**src/rtl/sram_banked_mrd_pkg.sv**
```systemverilog
// Shared types and elaboration helpers for the banked multi-read buffer.
package sram_banked_mrd_pkg;

   typedef enum logic {
      S_IDLE  = 1'b0,
      S_CLEAR = 1'b1
   } state_e;

   function automatic int idx_bits(input int n);
      return (n > 1) ? $clog2(n) : 1;
   endfunction

   function automatic bit latency_ok(input int lat);
      return (lat == 1) || (lat == 2);
   endfunction

endpackage

```
**src/rtl/sram_banked_mrd_bank.sv**
```systemverilog
// One bank: DEPTH x DATA_WIDTH storage, single write port, row clear,
// READ_WIDTH combinational read ports.
module sram_banked_mrd_bank
   import sram_banked_mrd_pkg::*;
#(
   parameter int DEPTH      = 64,
   parameter int DATA_WIDTH = 8,
   parameter int READ_WIDTH = 2,
   localparam int ROW_W     = idx_bits(DEPTH)
)(
   input  logic                                  i_clk,
   input  logic                                  we,
   input  logic [ROW_W-1:0]                      wrow,
   input  logic [DATA_WIDTH-1:0]                 wdata,
   input  logic                                  clr,
   input  logic [ROW_W-1:0]                      clr_row,
   input  logic [READ_WIDTH-1:0][ROW_W-1:0]      rrow,
   output logic [READ_WIDTH-1:0][DATA_WIDTH-1:0] rdata
);

   logic [DATA_WIDTH-1:0] mem [DEPTH];

   // Clear and write are never requested together; clear still takes priority.
   always_ff @(posedge i_clk) begin
      if (clr) begin
         mem[clr_row] <= '0;
      end else if (we) begin
         mem[wrow] <= wdata;
      end
   end

   for (genvar p = 0; p < READ_WIDTH; p++) begin : g_rd
      assign rdata[p] = mem[rrow[p]];
   end

endmodule

```
**src/rtl/sram_banked_mrd.sv**
```systemverilog
// Banked buffer: one wide rotating write port, READ_WIDTH element read ports
// with write-first bypass, 1- or 2-cycle read latency and a row-sweep clear.
//
// state   | meaning
// S_CLEAR | zeroing row row_q of every bank, reads/writes ignored
// S_IDLE  | ready, reads and writes accepted
module sram_banked_mrd
   import sram_banked_mrd_pkg::*;
#(
   parameter int DEPTH        = 64,
   parameter int DATA_WIDTH   = 8,
   parameter int WRITE_WIDTH  = 4,
   parameter int READ_WIDTH   = 2,
   parameter int READ_LATENCY = 1,
   parameter int ADDR_WIDTH   = $clog2(DEPTH*WRITE_WIDTH)
)(
   input  logic                                  i_clk,
   input  logic                                  i_rst,
   input  logic                                  i_clear,
   input  logic                                  i_write_en,
   input  logic [0:WRITE_WIDTH-1]                i_write_strb,
   input  logic [ADDR_WIDTH-1:0]                 i_write_addr,
   input  logic [0:WRITE_WIDTH-1][DATA_WIDTH-1:0] i_data_in,
   input  logic                                  i_read_en,
   input  logic [0:READ_WIDTH-1][ADDR_WIDTH-1:0] i_read_addr,
   output logic [0:READ_WIDTH-1][DATA_WIDTH-1:0] o_data_out,
   output logic                                  o_read_valid,
   output logic                                  o_ready
);

   localparam int BANK_W = idx_bits(WRITE_WIDTH);
   localparam int ROW_W  = idx_bits(DEPTH);

   if (!latency_ok(READ_LATENCY)) begin : g_bad_latency
      $error("sram_banked_mrd: READ_LATENCY must be 1 or 2");
   end

   state_e             state_q, state_d;
   logic [ROW_W-1:0]   row_q, row_d;
   logic               wr_ok, rd_ok, clr_en;

   always_comb begin
      state_d = state_q;
      row_d   = row_q;
      case (state_q)
         S_IDLE: begin
            if (i_clear) begin
               state_d = S_CLEAR;
               row_d   = '0;
            end
         end
         S_CLEAR: begin
            if (i_clear) begin
               row_d = '0;
            end else if (row_q == ROW_W'(DEPTH-1)) begin
               state_d = S_IDLE;
               row_d   = '0;
            end else begin
               row_d = row_q + 1'b1;
            end
         end
         default: begin
            state_d = S_CLEAR;
            row_d   = '0;
         end
      endcase
   end

   always_ff @(posedge i_clk) begin
      if (i_rst) begin
         state_q <= S_CLEAR;
         row_q   <= '0;
      end else begin
         state_q <= state_d;
         row_q   <= row_d;
      end
   end

   assign o_ready = (state_q == S_IDLE);
   // A clear request in IDLE beats a concurrent write; reads that cycle still see old data.
   assign wr_ok   = i_write_en & o_ready & ~i_clear & ~i_rst;
   assign rd_ok   = i_read_en & o_ready & ~i_rst;
   assign clr_en  = (state_q == S_CLEAR) & ~i_rst;

   logic [WRITE_WIDTH-1:0]                 bank_we;
   logic [ROW_W-1:0]                       bank_wrow  [WRITE_WIDTH];
   logic [DATA_WIDTH-1:0]                  bank_wdata [WRITE_WIDTH];
   logic [READ_WIDTH-1:0][DATA_WIDTH-1:0]  bank_rdata [WRITE_WIDTH];
   logic [READ_WIDTH-1:0][ROW_W-1:0]       rd_row;
   logic [0:READ_WIDTH-1][DATA_WIDTH-1:0]  rd_data;

   // Bank b receives the element whose address lands on it after rotation.
   for (genvar b = 0; b < WRITE_WIDTH; b++) begin : g_bank
      logic [BANK_W-1:0] elem;

      assign elem          = BANK_W'(b) - i_write_addr[BANK_W-1:0];
      assign bank_we[b]    = wr_ok & i_write_strb[elem];
      assign bank_wrow[b]  = ROW_W'((i_write_addr + ADDR_WIDTH'(elem)) >> BANK_W);
      assign bank_wdata[b] = i_data_in[elem];

      sram_banked_mrd_bank #(
         .DEPTH      (DEPTH),
         .DATA_WIDTH (DATA_WIDTH),
         .READ_WIDTH (READ_WIDTH)
      ) u_bank (
         .i_clk   (i_clk),
         .we      (bank_we[b]),
         .wrow    (bank_wrow[b]),
         .wdata   (bank_wdata[b]),
         .clr     (clr_en),
         .clr_row (row_q),
         .rrow    (rd_row),
         .rdata   (bank_rdata[b])
      );
   end

   for (genvar p = 0; p < READ_WIDTH; p++) begin : g_port
      logic [BANK_W-1:0]     rbank;
      logic [DATA_WIDTH-1:0] pdata;

      assign rbank     = i_read_addr[p][BANK_W-1:0];
      assign rd_row[p] = i_read_addr[p][ADDR_WIDTH-1:BANK_W];

      always_comb begin
         pdata = bank_rdata[rbank][p];
         for (int k = 0; k < WRITE_WIDTH; k++) begin
            if (wr_ok && i_write_strb[BANK_W'(k)] &&
                ((i_write_addr + ADDR_WIDTH'(k)) == i_read_addr[p])) begin
               pdata = i_data_in[BANK_W'(k)];
            end
         end
      end

      assign rd_data[p] = pdata;
   end

   logic                                  fin_vld;
   logic [0:READ_WIDTH-1][DATA_WIDTH-1:0] fin_data;

   if (READ_LATENCY == 2) begin : g_lat2
      logic                                  stg_vld;
      logic [0:READ_WIDTH-1][DATA_WIDTH-1:0] stg_data;

      always_ff @(posedge i_clk) begin
         if (i_rst) begin
            stg_vld  <= 1'b0;
            stg_data <= '0;
         end else begin
            stg_vld  <= rd_ok;
            stg_data <= rd_data;
         end
      end

      assign fin_vld  = stg_vld;
      assign fin_data = stg_data;
   end else begin : g_lat1
      assign fin_vld  = rd_ok;
      assign fin_data = rd_data;
   end

   always_ff @(posedge i_clk) begin
      if (i_rst) begin
         o_read_valid <= 1'b0;
         o_data_out   <= '0;
      end else begin
         o_read_valid <= fin_vld;
         if (fin_vld) begin
            o_data_out <= fin_data;
         end
      end
   end

endmodule

```
**config.mk**
```make
export PLATFORM = sky130hd
export DESIGN_NAME = sram_banked_mrd
export DESIGN_NICKNAME = d
export VERILOG_FILES = /design/src/rtl/sram_banked_mrd_pkg.sv /design/src/rtl/sram_banked_mrd_bank.sv /design/src/rtl/sram_banked_mrd.sv
export SDC_FILE = /design/constraint.sdc
export NUM_CORES = 2
export LEC_CHECK = 0
export CAP_MARGIN = 30
export CELL_PAD_IN_SITES_DETAIL_PLACEMENT = 1
export CELL_PAD_IN_SITES_GLOBAL_PLACEMENT = 2
export CORE_ASPECT_RATIO = 0.7
export CORE_MARGIN = 1.5
export CORE_UTILIZATION = 54
export DETAILED_ROUTE_END_ITERATION = 10
export GPL_ROUTABILITY_DRIVEN = 1
export PLACE_DENSITY_LB_ADDON = 0.3
export SLEW_MARGIN = 10
export SYNTH_ARGS = -nofsm -noshare
export SYNTH_HDL_FRONTEND = slang
export SYNTH_HIERARCHICAL = 1
export SYNTH_SLANG_ARGS = --single-unit
```
**constraint.sdc**
```tcl
create_clock -name i_clk -period 14.8 [get_ports i_clk]
set_input_delay 2.96 -clock i_clk [delete_from_list [all_inputs] [get_ports i_clk]]
set_output_delay 2.96 -clock i_clk [all_outputs]
set_load 0.02 [all_outputs]
```
Yosys cells after proc, flatten, opt, wreduce, memory -nomap -nowiden
Memories as Yosys holds them, arrays and structs flattened.
Cells that the tools add are included.
Operators by class
  muxes and demuxes: 68
  order comparisons: 6
  reduce and logical (&&, ||, !) cells: 10
  bitwise operators: 19
  add/subtract/negate cells: 10
  equal/unequal tests: 6
Operators by type and width (number)
  2-to-1 mux 8 bit: 18
  binary-select mux 16 bit (select 2 bit): 2
  binary-select mux 8 bit (select 2 bit): 4
  2-to-1 mux 6 bit: 7
  adder 8 x 2 -> 8 bit: 4
  equality test 8 bit: 4
  2-to-1 mux 16 bit: 2
  OR reduction 8 bit: 4
  2-to-1 mux 1 bit: 29
  >= comparator 3 bit, second input constant: 6
  inverter 2 -> 3 bit: 6
  case mux 6 bit (2 select lines): 1
  bitwise AND 1 bit: 10
  adder 8 x 1 -> 8 bit, second input constant: 1
  binary-select mux 1 bit (select 2 bit): 4
  adder 6 x 1 -> 6 bit, second input constant: 1
  equality test 6 bit, second input constant: 1
  logical AND 1 bit: 6
  subtractor 1 x 2 -> 2 bit, first input constant: 2
  subtractor 2 bit, first input constant: 2
  inverter 1 bit: 3
  inequality test 2 bit, second input constant: 1
  case mux 1 bit (2 select lines): 1
Word-level totals
  memory bits (writable): 2048
  memories: 4
  input bits: 65
  flip-flop bits (word level): 24
Memory list
  g_bank[0].u_bank.mem: words 64, width 8, read ports 2, clocked after memory_dff 0, wr ports 1, RTL line sram_banked_mrd_bank.sv:21  | logic [DATA_WIDTH-1:0] mem [DEPTH];
  g_bank[1].u_bank.mem: words 64, width 8, read ports 2, clocked after memory_dff 0, wr ports 1, RTL line sram_banked_mrd_bank.sv:21
  g_bank[2].u_bank.mem: words 64, width 8, read ports 2, clocked after memory_dff 0, wr ports 1, RTL line sram_banked_mrd_bank.sv:21
  g_bank[3].u_bank.mem: words 64, width 8, read ports 2, clocked after memory_dff 0, wr ports 1, RTL line sram_banked_mrd_bank.sv:21

Logic depth before layout (Yosys ltp)
  depth after elaboration: 11
  gate-level depth with buffers: 15

Cells and area by module
Netlist, hierarchy kept.
Modules (own cells, without submodules)
  sram_banked_mrd_bank: times used 4, seq. area each 15374.7 um2, cells each 1256, area an instance 24118.1 um2
  sram_banked_mrd: times used 1, seq. area each 480.5 um2, cells each 309, area an instance 3363.2 um2

Worst setup path before layout
Ideal clock, no wire load.
  path type: input to register
  from: input port i_write_addr[1]
  to: memory g_bank[0].u_bank.mem[0][3], data pin
  setup slack: 7.512 ns
  arrival time: 6.921 ns
  cell stages on the path: 12
  data required time: 14.433 ns
  cell sequence: clkbuf_1 -> buf_1 -> clkbuf_1 -> inv_1 -> ha_1 -> buf_1 -> mux4_2 -> and2_2 -> nor2b_1 -> buf_1 -> clkbuf_1 -> and2_1
Between the ends
  longest elaborated chain between the ends: 11
Ends and longest elaborated chain
  start: declaration: RTL line sram_banked_mrd.sv:22  | input logic [ADDR_WIDTH-1:0] i_write_addr,
  subtractor 1 x 2 -> 2 bit: RTL line sram_banked_mrd.sv:96  | assign elem = BANK_W'(b) - i_write_addr[BANK_W-1:0];
  inverter 2 -> 3 bit (implied by the code): RTL line sram_banked_mrd.sv:97  | assign bank_we[b] = wr_ok & i_write_strb[elem];
  binary-select mux 1 bit (select 2 bit): RTL line sram_banked_mrd.sv:97
  2-to-1 mux 1 bit (implied by the code) (2 in a row): RTL line sram_banked_mrd.sv:97
  bitwise AND 1 bit: RTL line sram_banked_mrd.sv:97
  via bank_we[0]: RTL line sram_banked_mrd.sv:85  | logic [WRITE_WIDTH-1:0] bank_we;
  2-to-1 mux 1 bit: RTL line sram_banked_mrd_bank.sv:27  | end else if (we) begin
  2-to-1 mux 1 bit: RTL line sram_banked_mrd_bank.sv:25  | if (clr) begin
  2-to-1 mux 1 bit (implied by the code): RTL line sram_banked_mrd_bank.sv:28  | mem[wrow] <= wdata;
  OR reduction 8 bit (no source line)
  2-to-1 mux 8 bit (no source line)
  end: declaration: RTL line sram_banked_mrd_bank.sv:21
The timed path passes the listed nets, and every way through them passes these cells. The select of a mux whose other input is x is not followed.

==> flow_metrics.tcl <==
set metrics [dict create \
    clk_pin_slew_ns 0.06 \
    met2_length_mm 145 \
    finalSetupTns_ns 0 \
    cpLargestDelayFamily "multiplexers" \
    die_x_um 517 \
    syn-cell-area_um2 99800 \
    async_reset_ff_share_pct 0 \
    finClkSkew_ns 0.0385 \
    yosysTopAreaCell "edfxtp_1" \
    drv_slew 0 \
    grt_max_degree 101 \
    cp_cell_sequence "buf_8 > buf_12 > buf_12 > mux4_2 > mux4_2 > o21ai_1 > o41ai_1 > mux4_2 > mux2i_1 > o221ai_2" \
    setup_viol 0 \
    p_switching_uw 2750 \
    finalHoldViolations 0 \
    ys_ff_latch 2072 \
    irDropWorstVdd_mv 0.129 \
    ant_nets 0 \
    drt_wl_total_mm 328 \
    cellLeakagePower_uw 0.0283 \
    place_ws_ns 6.87 \
    crit_cells 10 \
    startpoint_type "input port" \
    cts_max_path_buffers 3 \
    maxSlewHeadroom_pct 28.0 \
    cts-root-buf "clkbuf_16" \
    wl_per_cell_um 40.6 \
    insertion_delay_ns 0.86 \
    avgSynthCellArea_um2 18.7 \
    slowest_delay_ns 0.60 \
    synth_cell_types 67 \
    ys.flop_type "edfxtp_1" \
    period_minus_slack_ns 7.03 \
    worstPathRequired_ns 15.48 \
    cts.hold.buffers_added 0 \
    route.met3.wl_mm 43.3 \
    p_per_area_nw_per_um2 111 \
    arrival_ns 7.72 \
    p_comb_share_pct 6.1 \
    htreeDepth 4 \
    place_area_um2 103000 \
    clkPwrFrac_pct 41.8 \
    pwr-share-seq_pct 52.1 \
    fp.dieArea_um2 188000 \
    netSwitchingFraction_pct 22.6 \
    clock.fmax_mhz 142 \
    worstPathBufferInverterCount 3 \
    drtIter0Drc 9859 \
    crit_path_end_kind "flop" \
    antenna_found_initial 30 \
    overflow 0 \
    worst_slew_pin_slew_ns 1.07 \
    ys_seq_area_share_pct 62.1 \
    max-cap-violations 0 \
    yosys-top-cells-area "edfxtp_1, mux4_2, nor2_1" \
    start_util_pct 54.6 \
    fin_ws_ns 7.77 \
    route.vias.total 60719 \
    die_h_um 363 \
    yosysMostFrequentCell "edfxtp_1" \
    rows 131 \
    area_delta_synth_final_pct 10.1 \
    core_um2 183000 \
    syn_nets 5405 \
    min_period_over_period_pct 47.5 \
    cts_tree "yes" \
    globalplace.congestion 0.938 \
    cts_resized 0 \
    port_buffers 82 \
    yosys-top-cells-count "edfxtp_1, mux4_2, nor2_1" \
    grt_pass1_wl_mm 464 \
    drc 0 \
    clock-sinks 2072 \
    fin_nets 5499 \
    drive_gt1_share_pct 30.1 \
    cts_buffers 196 \
    outcome "finished clean" \
    pin_count 83 \
    synth_warnings 6 \
    routed.top_layer "met5" \
    cp_max_fo 100 \
    dp_hpwl_mm 217 \
    cp_common_cell "mux4_2" \
    hold_path_depth 2 \
    track_usage_pct 35.2 \
    synth_cells 5333 \
    internal-power_uw 9450 \
    rsz0062_at_grt "no" \
    synth_edf_count 2048 \
    hp-class "flop to flop" \
    crit_path_top_delay_cell "buf_12" \
    critPathKind "input port to flop" \
    viasPerCell 7.53 \
    met1Wirelength_mm 126 \
    design_area_um2 110000 \
    netlist.area_leader.share_pct 61.6 \
    first_pass_iters 5 \
    grt_pass1_vias 59801 \
    r2r_cells 7 \
    post_cts_buffers 0 \
]
-- flip-flops by register name (all words and copies together), names as in the netlist --
name / count
o_read_valid: 1
g_bank.u_bank/mem: 2048
state_q: 1
o_data_out: 16
row_q: 6
-- per-layer routing --
layer / global-route usage [%] / vias to the layer above
li1: - / 23119
met1: 52.0 / 32304
met2: 50.6 / 4593
met3: 9.64 / 693
met4: 12.6 / 10
met5: 0 / -
-- cells in the final DEF, fill, tap and decap left out, drive strengths merged, types with 10 or more instances in the layout --
cell type / count
nor3b: 11
and2: 40
dfxtp: 24
nand3b: 24
clkbuf: 237
nor2b: 93
xor2: 13
mux2i: 131
nand3: 53
o22a: 20
nor3: 50
a21oi: 48
a2111oi: 10
a211oi: 53
a22oi: 52
nand2: 148
mux2: 24
edfxtp: 2048
mux4: 1092
nand4: 19
inv: 34
clkinv: 86
diode: 17
nor4: 21
o22ai: 152
or2: 22
or3: 25
buf: 207
xnor2: 30
o31ai: 17
nor2: 372
a22o: 28
o21ai: 88
bufinv: 20
o221ai: 56
clkdlybuf4s50: 68
o41ai: 44
nand2b: 49
-- worst paths after layout --
kind             startpoint                     endpoint  slack (ns)
max          i_read_addr[3]                o_data_out[4]        7.77
min           o_data_out[6]                o_data_out[6]        0.48
max reg2reg         state_q  g_bank[1].u_bank/mem[11][1]       10.58
min reg2reg   o_data_out[6]                o_data_out[6]        0.48
-- tightest hold or removal path: stages, from the launching register on --
cell,delay (ns)
dfxtp_1,0.33
nand2_1,0.07
o221ai_2,0.05
-- area by class of cell --
class / instances / area, um2
Sequential cell: 2072 / 62000
Fill cell: 15477 / 73000
Inverter: 28 / 105
Timing Repair Buffer: 277 / 2580
Tap cell: 2460 / 3080
Clock inverter: 121 / 1190
Antenna cell: 17 / 42.5
Multi-Input combinational cell: 2852 / 35900
Clock buffer: 237 / 5130
-- power by group through the flow --
stage / Sequential (uW) / Combinational (uW) / Clock, uW
floorplan: 6490 / 476 / 0
global placement: 6490 / 712 / 0
detailed placement: 6490 / 722 / 0
CTS: 6360 / 725 / 5130
global route: 6360 / 765 / 5320
finish: 6360 / 742 / 5100
-- per-stage QoR --
| stage | instances | hold slack [ns] | utilization (%) | total power (uW) |
|---|---|---|---|---|
| after floorplan | 5333 | 0.564 | - | 6960 |
| after global placement | 7597 | 0.461 | 56.1 | 7200 |
| after detailed placement | 7633 | 0.462 | 56.4 | 7210 |
| after CTS | 7991 | 0.478 | 59.8 | 12200 |
| after global routing | 8057 | 0.506 | 60.1 | 12400 |
| final | 8064 | 0.481 | 60.1 | 12200 |
-- kinds of logic (layout without fill, tap and decap cells) --
kind of cell	after synthesis	in the layout	share of synthesized area, %
AO/OA/AOI/OAI	606	606	4.32
adder cells (fa/ha/maj)	7	7	0.0877
buffers and inverters	409	663	2.19
flip-flops	2072	2072	62.1
multiplexers	1247	1247	26.3
other	0	17	0
AND/OR/NAND/NOR	949	949	4.63
XOR/XNOR	43	43	0.377
No activity file was read; power rests on OpenSTA's default activity.
